<file path="src/rtl/left_rot_pkg.sv">
// Shared types and defaults for the sequential left-rotate unit.
package left_rot_pkg;

    // Default data word width.
    localparam int unsigned DEF_WIDTH = 4;

    // Control FSM states.
    typedef enum logic [1:0] {
        IDLE = 2'd0,
        ROT  = 2'd1,
        OUT  = 2'd2
    } state_t;

endpackage

</file>
<file path="src/rtl/left_rot1.sv">
// Single-position left rotate: the MSB wraps around into the LSB.
module left_rot1 #(
    parameter int unsigned WIDTH = 4
) (
    input  logic [WIDTH-1:0] din,
    output logic [WIDTH-1:0] dout
);

    // One-bit left rotate, purely combinational.
    assign dout = {din[WIDTH-2:0], din[WIDTH-1]};

endmodule

</file>
<file path="src/rtl/left_rot_seq.sv">
// Sequential left-rotate unit: rotates one bit position per clock,
// with valid/ready handshakes on both the input and the output side.
module left_rot_seq
    import left_rot_pkg::*;
#(
    parameter int unsigned WIDTH = DEF_WIDTH,
    parameter int unsigned AW    = $clog2(WIDTH)
) (
    input  logic             clk,
    input  logic             rst_n,
    input  logic             in_valid,
    output logic             in_ready,
    input  logic [WIDTH-1:0] din,
    input  logic [AW-1:0]    amt,
    output logic             out_valid,
    input  logic             out_ready,
    output logic [WIDTH-1:0] dout,
    output logic             busy
);

    state_t           state_q;
    state_t           state_d;
    logic [WIDTH-1:0] data_q;
    logic [WIDTH-1:0] data_d;
    logic [AW-1:0]    cnt_q;
    logic [AW-1:0]    cnt_d;
    logic [WIDTH-1:0] rot_data;

    // Datapath step: data_q rotated left by one position.
    left_rot1 #(
        .WIDTH (WIDTH)
    ) u_rot1 (
        .din  (data_q),
        .dout (rot_data)
    );

    // State, word and remaining-count registers.
    always_ff @(posedge clk or negedge rst_n) begin
        if (!rst_n) begin
            state_q <= IDLE;
            data_q  <= '0;
            cnt_q   <= '0;
        end else begin
            state_q <= state_d;
            data_q  <= data_d;
            cnt_q   <= cnt_d;
        end
    end

    // Next-state, datapath update and handshake decode from the state register.
    always_comb begin
        state_d   = state_q;
        data_d    = data_q;
        cnt_d     = cnt_q;
        in_ready  = 1'b0;
        out_valid = 1'b0;
        busy      = (state_q != IDLE);

        case (state_q)
            IDLE: begin
                in_ready = 1'b1;
                if (in_valid) begin
                    data_d  = din;
                    cnt_d   = amt;
                    // A zero amount skips straight to presenting the word.
                    state_d = (amt != '0) ? ROT : OUT;
                end
            end
            ROT: begin
                data_d = rot_data;
                cnt_d  = cnt_q - AW'(1);
                // ROT is only entered with cnt_q >= 1, so this never wraps.
                if (cnt_q == AW'(1)) begin
                    state_d = OUT;
                end
            end
            OUT: begin
                out_valid = 1'b1;
                if (out_ready) begin
                    state_d = IDLE;
                end
            end
            default: begin
                state_d = IDLE;
            end
        endcase
    end

    // Result word is the data register itself; stable while held in OUT.
    assign dout = data_q;

endmodule

</file>
<file path="config.mk">
export PLATFORM = sky130hd
export DESIGN_NAME = left_rot_seq
export DESIGN_NICKNAME = d
export VERILOG_FILES = /design/src/rtl/left_rot_pkg.sv /design/src/rtl/left_rot1.sv /design/src/rtl/left_rot_seq.sv
export SDC_FILE = /design/constraint.sdc
export NUM_CORES = 1
export LEC_CHECK = 0
export CORE_AREA = 2 2 39 41
export CTS_BUF_LIST = sky130_fd_sc_hd__clkbuf_16
export CTS_CLUSTER_DIAMETER = 40
export CTS_CLUSTER_SIZE = 30
export DETAILED_ROUTE_END_ITERATION = 8
export DIE_AREA = 0 0 41 43
export DONT_BUFFER_PORTS = 1
export PLACE_DENSITY = 0.46
export SYNTH_ARGS = -nofsm -noshare
export SYNTH_HDL_FRONTEND = slang
export SYNTH_HIERARCHICAL = 1
export SYNTH_SLANG_ARGS = --single-unit
</file>
<file path="constraint.sdc">
create_clock -name clk -period 3.45 [get_ports clk]
set_clock_uncertainty 0.15 [all_clocks]
set_input_delay 0.5175 -clock clk [delete_from_list [all_inputs] [get_ports clk]]
set_output_delay 0.5175 -clock clk [all_outputs]
set_load 0.005 [all_outputs]
</file>
Word-level counts from Yosys, hierarchy flattened
Cells that the tools add are included.

Equal/unequal tests: 6. Reductions and logical operators: 6. Add/sub/neg operators: 1. Mux-type cells: 11.

Operator list (number): two-way mux 2 bit (5); case mux 4 bit (2 select lines) (1); inequality test 2 bit (second input constant) (3); case mux 2 bit (3 select lines) (1); nonzero test 2 bit (3); equality test 2 x 1 -> 1 bit (second input constant) (2); two-way mux 4 bit (1); case mux 2 bit (2 select lines) (1); AND reduction 3 bit (1); equality test 2 bit (second input constant) (1); logical NOT 2 bit (1); two-way mux 1 bit (2); AND reduction 2 bit (1); subtractor 2 x 1 -> 2 bit (second input constant) (1).

Output and inout port bits: 7. Flip-flop bits (word level): 8. Logic and storage cells: 27. Bits of input ports: 10.

Longest topological paths before layout
Gate-level depths: netlist of run 1.

Depth in word-level cells: 4. Depth in mapped cells: 4. Gate-level depth less buffers: 4.

Cells and area by module
Netlist of run 1, hierarchy kept.

By module, submodules not included: left_rot_seq (seq. area each 200.2 sq um, cells each 41, area an instance 407.9 sq um, times used 1); left_rot1 (seq. area each 0.0 sq um, cells each 4, area an instance 30.0 sq um, times used 1).

Worst setup path before layout of run 1
OpenSTA, ideal clock, no wires.

Kind: register -> output. From: register state_q[1]. To: output port in_ready. Data arrival time: 0.736 ns. Data required time: 2.782 ns. Setup slack: 2.047 ns. Buffers on the path: 0. Stages on the path, launching flop included: 4. Cell sequence: dfrtp_1 clkinv_1 nand2_1 inv_1.

Longest elaborated chain between the ends: 2.

Ends and longest elaborated chain: start, declared (RTL line left_rot_seq.sv:21) `state_t state_q;`; start signal, assigned (RTL line left_rot_seq.sv:44) `state_q <= state_d;`; logical NOT 2 bit (RTL line left_rot_seq.sv:59) `case (state_q)`; two-way mux 1 bit (RTL line left_rot_seq.sv:59); end, declared (RTL line left_rot_seq.sv:12) `output logic in_ready,`.

No other way between the ends.

Final worst setup path of run 1
Ends and elaborated chain as after synthesis.

==> results.yml, run 1 <==
die:
  fp.dieW_microns: 41
  start_util_pct: 31.6
  die_area_sq_mm: 0.00176
  rows: 14
  core_area_sq_mm: 0.00138
  boundaryPins: 17
  die-height_microns: 43
sta:
  rsz0062_at_grt: "false"
  period_share_pct: 51.7
  slew_viol_final: 0
  slew_headroom_pct: 74.3
  layout_min_cycle_time_ps: 1780
  finalSetupViolations: 0
  max_freq_mhz: 561
  tightest_slew_ps: 384
  hold_viol_final: 0
  fin_tns_setup_ps: 0
  fin_ws_ps: 1670
clocking:
  clkTransAtPathRegs_ps: 30
  clock-sinks: 8
  ctsResizeCount: 0
  htreeDepth: 1
  cts_buffer_depth: 2
  numCtsBuffers: 3
  cts-root-buf: "clkbuf_16"
  clkLatencyLatePin_ps: 230
  cts_setup_buffers: 0
  cts_tree: "done"
layout:
  area_delta_synth_final_pct: 17.1
  multi_input_area_sq_um: 193
  ff_latch_area_sq_um: 200
  n_fill_cell: 135
  diodes: 0
  design_area_sq_um: 513
  finalNonFillerCells: 61
  nets: 58
  drive_gt1_share_pct: 15.6
routing:
  vias_per_cell: 5.77
  drcViolationCount: 0
  wl_microns: 994
  ant_nets: 0
  vias: 352
  first_pass_iters: 3
  drt_iter0_markers: 7
  wl_per_cell_microns: 16.3
placement:
  gp_congestion: 0.721
  postPlaceCellArea_sq_um: 428
  place_inst: 57
  hpwl_microns: 723
  dp_worst_setup_slack_ps: 1900
  io_buffers: 0
synthesis:
  syn_nets: 56
  ys_types: 18
  yosys.area.top_type: "dfrtp_1"
  ys_warn_count: 6
  avgSynthCellArea_sq_um: 9.73
  synthCells: 45
  ys_seq_elements: 8
  seq_area_frac_synth_pct: 45.7
  synth_top_area_share_pct: 45.7
  syn_area_sq_um: 438
  synth_area_leaders: "dfrtp_1, o22ai_1, a21oi_1"
grt:
  first_global_vias: 355
  grt_overflow: 0
  grtUsageTotal_pct: 13.1
  grt_pass1_wl_microns: 1480
  antenna_found_initial: 0
  grt_start_max_net_pins: 11
hold_path:
  min_path_type: "flip-flop to flip-flop"
power:
  peakVddDrop_uv: 215
  leakagePower_nw: 0.212
  power_density_mw_per_mm2: 1060
run_status:
  status: "finished clean"
setup_path:
  cp.arrival_ps: 1110
  start_kind: "flip-flop"
  crit_type: "flip-flop to primary output"
  cp-end-kind: "primary output"
  required_ps: 2780
  worst-path-max-fanout: 10
job:
  max_cap_viol_count: 0
## logic make-up after synthesis
kind of cell	synth area share [%]
buf+inv	10.3
fa+ha+maj	2.86
mux	4.86
compound gates	28.0
flops	45.7
simple gates	8.28
## cell usage after synthesis
cell,number
mux2i_1,1
nor2_1,2
o22ai_1,11
o21ai_0,1
ha_1,1
clkinv_1,1
nand2_1,1
nand2b_1,1
o21ai_2,1
a21oi_1,6
inv_1,2
dfrtp_1,8
nand3_1,1
buf_4,4
o32a_1,1
inv_2,1
nand2b_4,1
mux2_2,1
## power breakdown
| part | switching [mW] | leakage [nW] | internal [mW] |
|---|---|---|---|
| clock network | 0.0413 | 0.0370 | 0.149 |
| logic | 0.0905 | 0.0853 | 0.0739 |
| registers | 0.0523 | 0.0900 | 0.139 |
| total | 0.184 | 0.212 | 0.362 |
## sequential cells by signal, indices dropped and copies added (netlist names)
name	cells
dout	4
cnt_q	2
state_q	2
## area by class of cell
type / instances / share of cell area (%)
Tap cell: 16 / 3.90
Clock buffer: 3 / 14.6
Timing Repair Buffer: 1 / 1.95
Sequential cell: 8 / 39.0
Multi-Input combinational cell: 29 / 37.6
Inverter: 4 / 2.93
## per-layer routing
metal | routed length [microns] | GRT usage (%) | part of all wire (%)
met2 | 450 | 16.6 | 45
met1 | 429 | 16.6 | 43
met3 | 115 | 5.76 | 12
met5 | 0 | 0 | 0
met4 | 0 | 10.0 | 0
## cells in the final DEF, fill, tap and decap left out
master | netlist | final
nand3_1 | 1 | 1
clkinv_1 | 1 | 1
mux2_2 | 1 | 1
dfrtp_1 | 8 | 8
inv_2 | 1 | 1
a21oi_1 | 6 | 6
o21ai_0 | 1 | 1
o21ai_2 | 1 | 1
nand2b_4 | 1 | 1
nand2_1 | 1 | 1
nand2b_1 | 1 | 1
o22ai_1 | 11 | 11
ha_1 | 1 | 1
mux2i_1 | 1 | 1
o32a_1 | 1 | 1
clkbuf_16 | 0 | 3
inv_1 | 2 | 2
dlygate4sd3_1 | 0 | 1
nor2_1 | 2 | 2
## final timing paths
check,from,endpoint,slack [ps],cells after the start
worst max-delay path,state_q[1],in_ready,1670,3
worst min-delay path,state_q[1],state_q[0],320,1
worst max register to register,state_q[0],state_q[0],2230,3
worst min register to register,state_q[1],state_q[0],320,1
max in group asynchronous,rst_n,cnt_q[1],2380,1
min in group asynchronous,rst_n,dout[2],500,1
## worst max-delay path, stage by stage (launching register included)
cell and delay (ps):
dfrtp_1 370, clkinv_1 250, nand2_1 200, inv_1 70
## through the flow
step	util (%)	total power [mW]	hold WS (ps)
2_1_floorplan	-	0.343	71.9
3_3_place_gp	30.9	0.347	72.1
3_5_place_dp	30.9	0.355	72.1
4_1_cts	37.1	0.553	320
5_1_grt	37.1	0.591	335
6_report	37.1	0.546	319
## what timing repair did
| action | in CTS | in global routing |
|---|---|---|
| hold buffers | 1 | 0 |
| endpoints found under the hold margin | 8 | 0 |
| endpoints found under the setup margin | 0 | 0 |
No activity file was read; power rests on OpenSTA's default activity.
==> run 2, diff against run 1 <==
--- a/config.mk
+++ b/config.mk
@@ -12,7 +12,7 @@
 export DETAILED_ROUTE_END_ITERATION = 8
 export DIE_AREA = 0 0 41 43
 export DONT_BUFFER_PORTS = 1
-export PLACE_DENSITY = 0.46
+export PLACE_DENSITY = 0.47
 export SYNTH_ARGS = -nofsm -noshare
 export SYNTH_HDL_FRONTEND = slang
 export SYNTH_HIERARCHICAL = 1
==> constraint.sdc (replaced) <==
create_clock -name clk -period 1.55 [get_ports clk]
set_clock_uncertainty 0.15 [all_clocks]
set_input_delay 0.2325 -clock clk [delete_from_list [all_inputs] [get_ports clk]]
set_output_delay 0.2325 -clock clk [all_outputs]
set_load 0.005 [all_outputs]
==> results.yml, run 2 (synthesized netlist as in run 1, its figures left out) <==
grt:
  grt_overflow: 0
  grt_pass1_wl_microns: 1760
  first_global_vias: 388
  grt_start_max_net_pins: 11
  grtUsageTotal_pct: 15.1
  antenna_found_initial: 0
power:
  leakagePower_nw: 0.216
  power_density_mw_per_mm2: 2400
  power_mw: 1.26
  peakVddDrop_uv: 594
setup_path:
  rr_worst_depth: 4
  cp-end-kind: "primary output"
  crit_type: "flip-flop to primary output"
  worst-path-max-fanout: 5
  cp.arrival_ps: 990
  regToRegStartpoint: "state_q[1]"
  worstPathCellList: "clkinvlp_4 -> nand2_1 -> inv_1"
  endpoint: "in_ready"
  worst-r2r-setup-slack_ps: 270
  start_kind: "flip-flop"
  slowest_delay_ps: 420
  worstReg2RegEnd: "dout[3]"
  crit_slowest_cell: "dfrtp_1"
  cp-startpoint: "state_q[1]"
  required_ps: 1170
placement:
  hpwl_microns: 816
  place_inst: 57
  io_buffers: 0
  gp_congestion: 0.707
clocking:
  cts_tree: "done"
  numCtsBuffers: 3
  cts_buffer_depth: 2
  clock-sinks: 8
  htreeDepth: 1
  clkTransAtPathRegs_ps: 40
  clkLatencyLatePin_ps: 230
  cts-root-buf: "clkbuf_16"
layout:
  drive_gt1_share_pct: 19.6
  mostFrequentLayoutCells: "o22ai_1, dfrtp_1, a21oi_1"
  nets: 59
  largest_reg_flops: 4
  final_common_cell: "o22ai_1"
  diodes: 0
  finalNonFillerCells: 62
  area_delta_synth_final_pct: 19.7
routing:
  vias_per_cell: 5.87
  vias: 364
  wl_per_cell_microns: 18.8
  drcViolationCount: 0
  first_pass_iters: 4
  drt_iter0_markers: 2
  ant_nets: 0
  wl_microns: 1170
job:
  max_cap_viol_count: 0
sta:
  tightest_slew_ps: 390
  rsz0062_at_grt: "false"
  slew_viol_final: 0
  hold_slack_ps: 84.4
  max_freq_mhz: 727
  slew_headroom_pct: 73.9
  layout_min_cycle_time_ps: 1380
  hold_viol_final: 0
  fin_tns_setup_ps: 0
  period_share_pct: 88.8
  finalSetupViolations: 0
die:
  rows: 14
  die_area_sq_mm: 0.00176
  die-height_microns: 43
  fp.dieW_microns: 41
  core_area_sq_mm: 0.00138
  start_util_pct: 31.6
  boundaryPins: 17
hold_path:
  min_path_type: "input pin to flip-flop"
run_status:
  status: "finished clean"
==> run 2: cell count changes in the layout (fill, tap and decap cells not counted) <==
| cell | previous run | this run |
|---|---|---|
| buf_4 | 0 | 1 |
| clkinvlp_4 | 0 | 1 |
| clkinv_1 | 1 | 0 |
==> run 2: cell type report <==
type | instances | area [sq um]
Inverter | 4 | 18.8
Clock buffer | 3 | 75.1
Sequential cell | 8 | 200
Timing Repair Buffer | 2 | 17.5
Tap cell | 16 | 20.0
Fill cell | 136 | 860
Multi-Input combinational cell | 29 | 193
==> run 2: stage by stage <==
| step | setup WS (ps) | instance area [sq um] | utilization [%] |
|---|---|---|---|
| after floorplan | 400 | 438 | - |
| after CTS | 23.8 | 513 | 37.1 |
| after detailed placement | 261 | 428 | 30.9 |
| final | 174 | 524 | 37.9 |
| after global routing | 90.5 | 524 | 37.9 |
| after global placement | 297 | 428 | 30.9 |
==> run 2: report_power, final <==
group	switching (mW)	internal, mW	total, mW
Sequential	0.120	0.309	0.429
Combinational	0.215	0.177	0.392
Clock	0.106	0.333	0.440
==> run 2: worst min path at each step <==
stage                    from         end  cells past startpoint
global route        out_ready  state_q[1]                      2
global placement        rst_n     dout[3]                      0
floorplan               rst_n    cnt_q[0]                      0
finish               in_valid    cnt_q[1]                      2
CTS                    din[0]     dout[0]                      2
detailed placement      rst_n     dout[3]                      0
==> run 2: layer usage <==
layer,global-route usage [%],routed length (microns)
met3,6.28,158
met1,16.2,458
met5,0,0
met4,8.00,17
met2,23.8,531
==> run 2: timing repair <==
item / 4_1_cts / 5_1_grt
endpoints found under the setup margin: 0 / 3
hold buffers: 1 / 0
hold endpoints to repair: 8 / 0
buffers inserted: 0 / 1
resized for setup: 0 / 1
==> run 2: worst max-delay path: cells and delay by family (launching register included) <==
| kind | cells | cell delay, ps |
|---|---|---|
| and+or+nand+nor | 1 | 120 |
| DFF | 1 | 420 |
| buffers and inverters | 2 | 220 |
